--- src/rtl/fc.sv ---
// Flow-control unit: redirect priority, flushes, load-use bubbles and dcache miss freeze.
// Optional performance counters are built when FC_PERF_CNT_EN is defined.
module fc #(
  parameter int unsigned DC_TIMEOUT = 255
) (
  input  logic        clk,
  input  logic        rst_n,
  input  logic        ex_branch_taken_i,
  input  logic [31:0] ex_branch_target_i,
  input  logic        id_jump_i,
  input  logic [31:0] id_jump_target_i,
  input  logic        id_load_use_i,
  input  logic        mem_dc_req_i,
  input  logic        dc_ready_i,
  output logic        fc_flush_btype_flag_o,
  output logic        fc_flush_jtype_flag_o,
  output logic        fc_jump_flag_o,
  output logic [31:0] fc_jump_addr_o,
  output logic        fc_stall_if_o,
  output logic        fc_stall_id_o,
  output logic        fc_stall_ex_o,
  output logic        fc_stall_mem_o,
  output logic        fc_bubble_ex_o,
`ifdef FC_PERF_CNT_EN
  output logic [31:0] fc_perf_stall_cnt_o,
  output logic [31:0] fc_perf_flush_cnt_o,
`endif
  output logic        fc_dc_timeout_o
);

  typedef enum logic {
    RUN,
    DC_WAIT
  } state_t;

  localparam logic [15:0] TIMEOUT_CNT = 16'(DC_TIMEOUT);

  state_t      state_reg, state_next;
  logic [15:0] cnt_reg, cnt_next;
  logic        timeout_reg, timeout_next;

  logic        miss;
  logic        mem_stall;
  logic        btype;
  logic        jtype;
  logic        load_use;
  logic [31:0] jump_addr;

  always_ff @(posedge clk or negedge rst_n) begin
    if (!rst_n) begin
      state_reg   <= RUN;
      cnt_reg     <= 16'd0;
      timeout_reg <= 1'b0;
    end else begin
      state_reg   <= state_next;
      cnt_reg     <= cnt_next;
      timeout_reg <= timeout_next;
    end
  end

  always_comb begin
    state_next   = state_reg;
    cnt_next     = cnt_reg;
    timeout_next = timeout_reg;
    miss         = mem_dc_req_i & ~dc_ready_i;
    mem_stall    = 1'b0;

    case (state_reg)
      RUN: begin
        if (miss) begin
          mem_stall  = 1'b1;
          state_next = DC_WAIT;
          cnt_next   = 16'd0;
        end
      end
      DC_WAIT: begin
        mem_stall = ~dc_ready_i;
        cnt_next  = (cnt_reg == 16'hFFFF) ? cnt_reg : cnt_reg + 16'd1;
        // The flag is sticky; stalling carries on past the limit.
        if (cnt_next >= TIMEOUT_CNT) begin
          timeout_next = 1'b1;
        end
        if (dc_ready_i) begin
          state_next = RUN;
        end
      end
      default: begin
        state_next = RUN;
      end
    endcase
  end

  // EX holds the older instruction, so a taken branch wins over an ID jump
  // and also discards any load-use dependent instruction sitting in ID.
  always_comb begin
    btype     = 1'b0;
    jtype     = 1'b0;
    load_use  = 1'b0;
    jump_addr = 32'd0;
    if (!mem_stall) begin
      if (ex_branch_taken_i) begin
        btype     = 1'b1;
        jump_addr = ex_branch_target_i;
      end else if (id_load_use_i) begin
        load_use = 1'b1;
      end else if (id_jump_i) begin
        jtype     = 1'b1;
        jump_addr = id_jump_target_i;
      end
    end
  end

  // Gating with rst_n keeps every output at 0 while reset is held.
  always_comb begin
    fc_flush_btype_flag_o = rst_n & btype;
    fc_flush_jtype_flag_o = rst_n & jtype;
    fc_jump_flag_o        = rst_n & (btype | jtype);
    fc_jump_addr_o        = rst_n ? jump_addr : 32'd0;
    fc_stall_if_o         = rst_n & (mem_stall | load_use);
    fc_stall_id_o         = rst_n & (mem_stall | load_use);
    fc_stall_ex_o         = rst_n & mem_stall;
    fc_stall_mem_o        = rst_n & mem_stall;
    fc_bubble_ex_o        = rst_n & load_use;
    fc_dc_timeout_o       = timeout_reg;
  end

`ifdef FC_PERF_CNT_EN
  logic [31:0] perf_stall_reg;
  logic [31:0] perf_flush_reg;

  always_ff @(posedge clk or negedge rst_n) begin
    if (!rst_n) begin
      perf_stall_reg <= 32'd0;
      perf_flush_reg <= 32'd0;
    end else begin
      perf_stall_reg <= perf_stall_reg + 32'(mem_stall);
      perf_flush_reg <= perf_flush_reg + 32'(btype | jtype);
    end
  end

  assign fc_perf_stall_cnt_o = perf_stall_reg;
  assign fc_perf_flush_cnt_o = perf_flush_reg;
`endif

endmodule

--- config.mk ---
export PLATFORM = sky130hd
export DESIGN_NAME = fc
export DESIGN_NICKNAME = d
export VERILOG_FILES = /design/src/rtl/fc.sv
export SDC_FILE = /design/constraint.sdc
export NUM_CORES = 1
export LEC_CHECK = 0
export ABC_AREA = 1
export CAP_MARGIN = 20
export CORE_MARGIN = 5
export CORE_UTILIZATION = 36
export DETAILED_ROUTE_END_ITERATION = 10
export GPL_TIMING_DRIVEN = 0
export PLACE_DENSITY = 0.89
export SYNTH_ARGS = -nofsm -noshare
export SYNTH_HDL_FRONTEND = slang
export SYNTH_SLANG_ARGS = --single-unit
--- constraint.sdc ---
create_clock -name clk -period 2.1 [get_ports clk]
set_clock_uncertainty 0.15 [all_clocks]
set_input_delay 0.21 -clock clk [delete_from_list [all_inputs] [get_ports clk]]
set_output_delay 0.21 -clock clk [all_outputs]
set_load 0.01 [all_outputs]
==> flow_summary_export.csv <==
group,metric,value,unit
yosys,synthTopCellsByArea,"dfrtp_1, a22o_1, nand2_1",
grt,grt_pass1_wl,11.0,mm
timing,rsz0062_at_grt,"yes",
timing,setup_violations,0,
timing,hold_slack,0.172,ns
yosys,netlist_instances,232,
final_layout,fin_nets,438,
yosys,synthArstFlopShare,100,%
grt,grtUsageTotal,22.9,%
final_layout,final_area,0.00293,mm2
placed_design,postPlaceCellArea,0.00279,mm2
timing,period_share,99.2,%
yosys,synth_top_area_share,27.9,%
drt,drt_iter0_drc,205,
grt,grt_pass1_vias,2224,
final_layout,area_growth,81.6,%
yosys,synth_compound_area_share,28.1,%
grt,antenna_found_initial,0,
setup_path,critical_path.n_buffers_inverters,6,
drt,wl_per_cell,17.1,um
yosys,synth_ff_type,"dfrtp_1",
cts,cts_htree_levels,1,
die,initial_core_util,37.1,%
drt,dr.pass1.iters,4,
power,p_total,1.10,mW
grt,grt_max_degree,19,
yosys,ys_seq_area_share,27.9,%
setup_path,critPathMaxFanout,5,
final_layout,register_area,452,um2
yosys,syn_area,0.00161,mm2
setup_path,cp_top_family,"buffers and inverters",
timing,worstMarginPinSlew,0.852,ns
setup_path,cp-end-kind,"output pin",
yosys,synth_xor_area_share,0.543,%
placed_design,io_buffer_count,111,
yosys,synth-edff-count,0,
final_layout,largest_reg_flops,16,
drt,vias_per_cell,5.24,
power,ir_drop,0.372,mV
yosys,synth_nets,304,
yosys,synth_common_cells,"nand2_1, a22o_1, inv_1",
placed_design,place_inst,395,
final_layout,drive_gt1_share,24.7,%
placed_design,gp_congestion,0.924,
final_layout,final_cells,417,
grt,grt_overflow,0,
placed_design,dpl.hpwl,5.52,mm
yosys,syn_area_per_cell,6.96,um2
yosys,synth_top_family_by_area,"simple AND/OR/NAND/NOR gates",
power,leakagePower,1.47,nW
final_layout,antenna_cells,0,
timing,finalCriticalPeriod,2.08,ns
setup_path,critPathLaunchType,"register",
cts,clock-root-buffer,"clkbuf_8",
cts,cts_buffers,3,
yosys,muxShareOfSynthArea,0,%
cts,tritoncts,"yes",
yosys,ys_seq_elements,18,
setup_path,crit_path_cell_trace,"inv_2 > a21oi_4 > nor2_2 > inv_2 > nor2_4 > buf_6 > buf_6 > buf_8 > a22o_1 > buf_2",
setup_path,cpPeakStageDelay,0.41,ns
min_path,hold_path_class,"input port to register",
status,run_status,"complete, no violations",
die,ios,112,
die,die_h,77.0,um
die,rows,24,
cts,clock_path_buffers,2,
cts,path_clk_slew,0.07,ns
drt,ant_nets,0,
yosys,synthesis.yosys.warnings,0,
yosys,yosysMostFrequentCell,"nand2_1",
timing,postLayoutSetupSlackWorst,0.0158,ns
setup_path,slowest_stage,"dfrtp_2",
timing,max_clock_freq,480,MHz
timing,maxSlewHeadroom,43.0,%
power,cellPowerDensity,377,mW/mm2
drt,routed_wl,7.12,mm
placed_design,pre_cts_slack,-1.25,ns
timing,finalHoldViolCount,0,
job,drv_cap,0,
cts,clk_latency,0.26,ns
setup_path,arrival,1.72,ns
die,die_x,77.0,um
drt,vias,2184,
yosys,synth_top_area_cell,"dfrtp_1",
setup_path,critPathRequiredTime,1.74,ns
yosys,yosys.area_share.adder,0.775,%
die,coreArea,0.00435,mm2
drt,route.detailed.drc,0,
die,dieArea,0.00592,mm2
setup_path,reg2reg_slack,0.17,ns
final_layout,multi_input_area,0.00103,mm2
setup_path,critPathKind,"register to output pin",
yosys,synth.distinct_cells,27,
yosys,synthSimpleGateAreaFrac,32.9,%
final_layout,fillers,334,
cts,cts.sinks,18,
timing,drv_slew,0,
## layout make-up
type	count	area share (%)
flip-flops and latches	18	15.4
multi-input cells	177	35.0
clock buffers	4	1.88
plain buffers	9	2.56
repair buffers	130	39.3
inverters	27	3.63
well taps	52	2.22
## cell families (layout without fill, tap and decap cells)
kind of cell / Yosys count / count (layout)
and+or+nand+nor: 112 / 112
AOI/OAI and AO/OA: 63 / 63
buffers and inverters: 37 / 170
DFF: 18 / 18
adders and majority gates: 1 / 1
xor gates and xnor gates: 1 / 1
## cell usage in the layout (no fill, tap or decap), types with 11 or more instances in the layout
master           synthesis  layout
clkdlybuf4s50_1          0      68
dfrtp_1                 18      17
buf_2                    6      28
inv_1                   23      21
buf_4                    2      17
nand2_1                 57      57
nor2_1                  20      19
o22ai_1                 11      11
a22o_1                  32      32
nand3_1                 14      14
## metal layers
metal  part of all wire (%)  wire (um)  GRT usage (%)
met1                     39       2750           27.4
met4                    1.6        112           4.72
met2                     53       3740           41.3
met5                      0          0              0
met3                    7.3        519           5.15
## tightest hold or removal path: cells and delay by family
kind / cells / cell delay (ns)
AO/OA/AOI/OAI: 1 / 0.05
buffers and inverters: 2 / 0.28
## timing repair
item,in CTS,in global routing
endpoints found under the hold margin,18,0
gates resized for setup,151,18
setup buffers,16,2
hold buffers,1,0
cloned,0,1
pin swaps,5,6
setup endpoints to repair,40,32
## report_power, final
part | switching, mW | internal [mW] | leakage, nW
clock | 0.123 | 0.167 | 0.0288
sequential | 0.0257 | 0.366 | 0.240
combinational | 0.180 | 0.243 | 1.20
## per-stage QoR
stage	utilization (%)	TNS, ns
2_1_floorplan	-	0
3_3_place_gp	64.1	-40.86
3_5_place_dp	64.1	-44.09
4_1_cts	65.9	-0.960
5_1_grt	67.3	-0.742
6_report	67.3	0
## final timing paths
check / from / endpoint / cells after the start
hold / removal: dc_ready_i / state_reg$_DFF_PN0_ / 3
max in group asynchronous: rst_n / state_reg$_DFF_PN0_ / 2
setup / recovery: state_reg$_DFF_PN0_ / fc_jump_addr_o[18] / 10
min in group asynchronous: rst_n / cnt_reg[12]$_DFFE_PN0P_ / 2
setup reg to reg: cnt_reg[1]$_DFFE_PN0P_ / fc_dc_timeout_o$_DFFE_PN0P_ / 12
hold reg to reg: fc_dc_timeout_o$_DFFE_PN0P_ / fc_dc_timeout_o$_DFFE_PN0P_ / 2
Note: power is estimated with default switching activity, not from simulation.
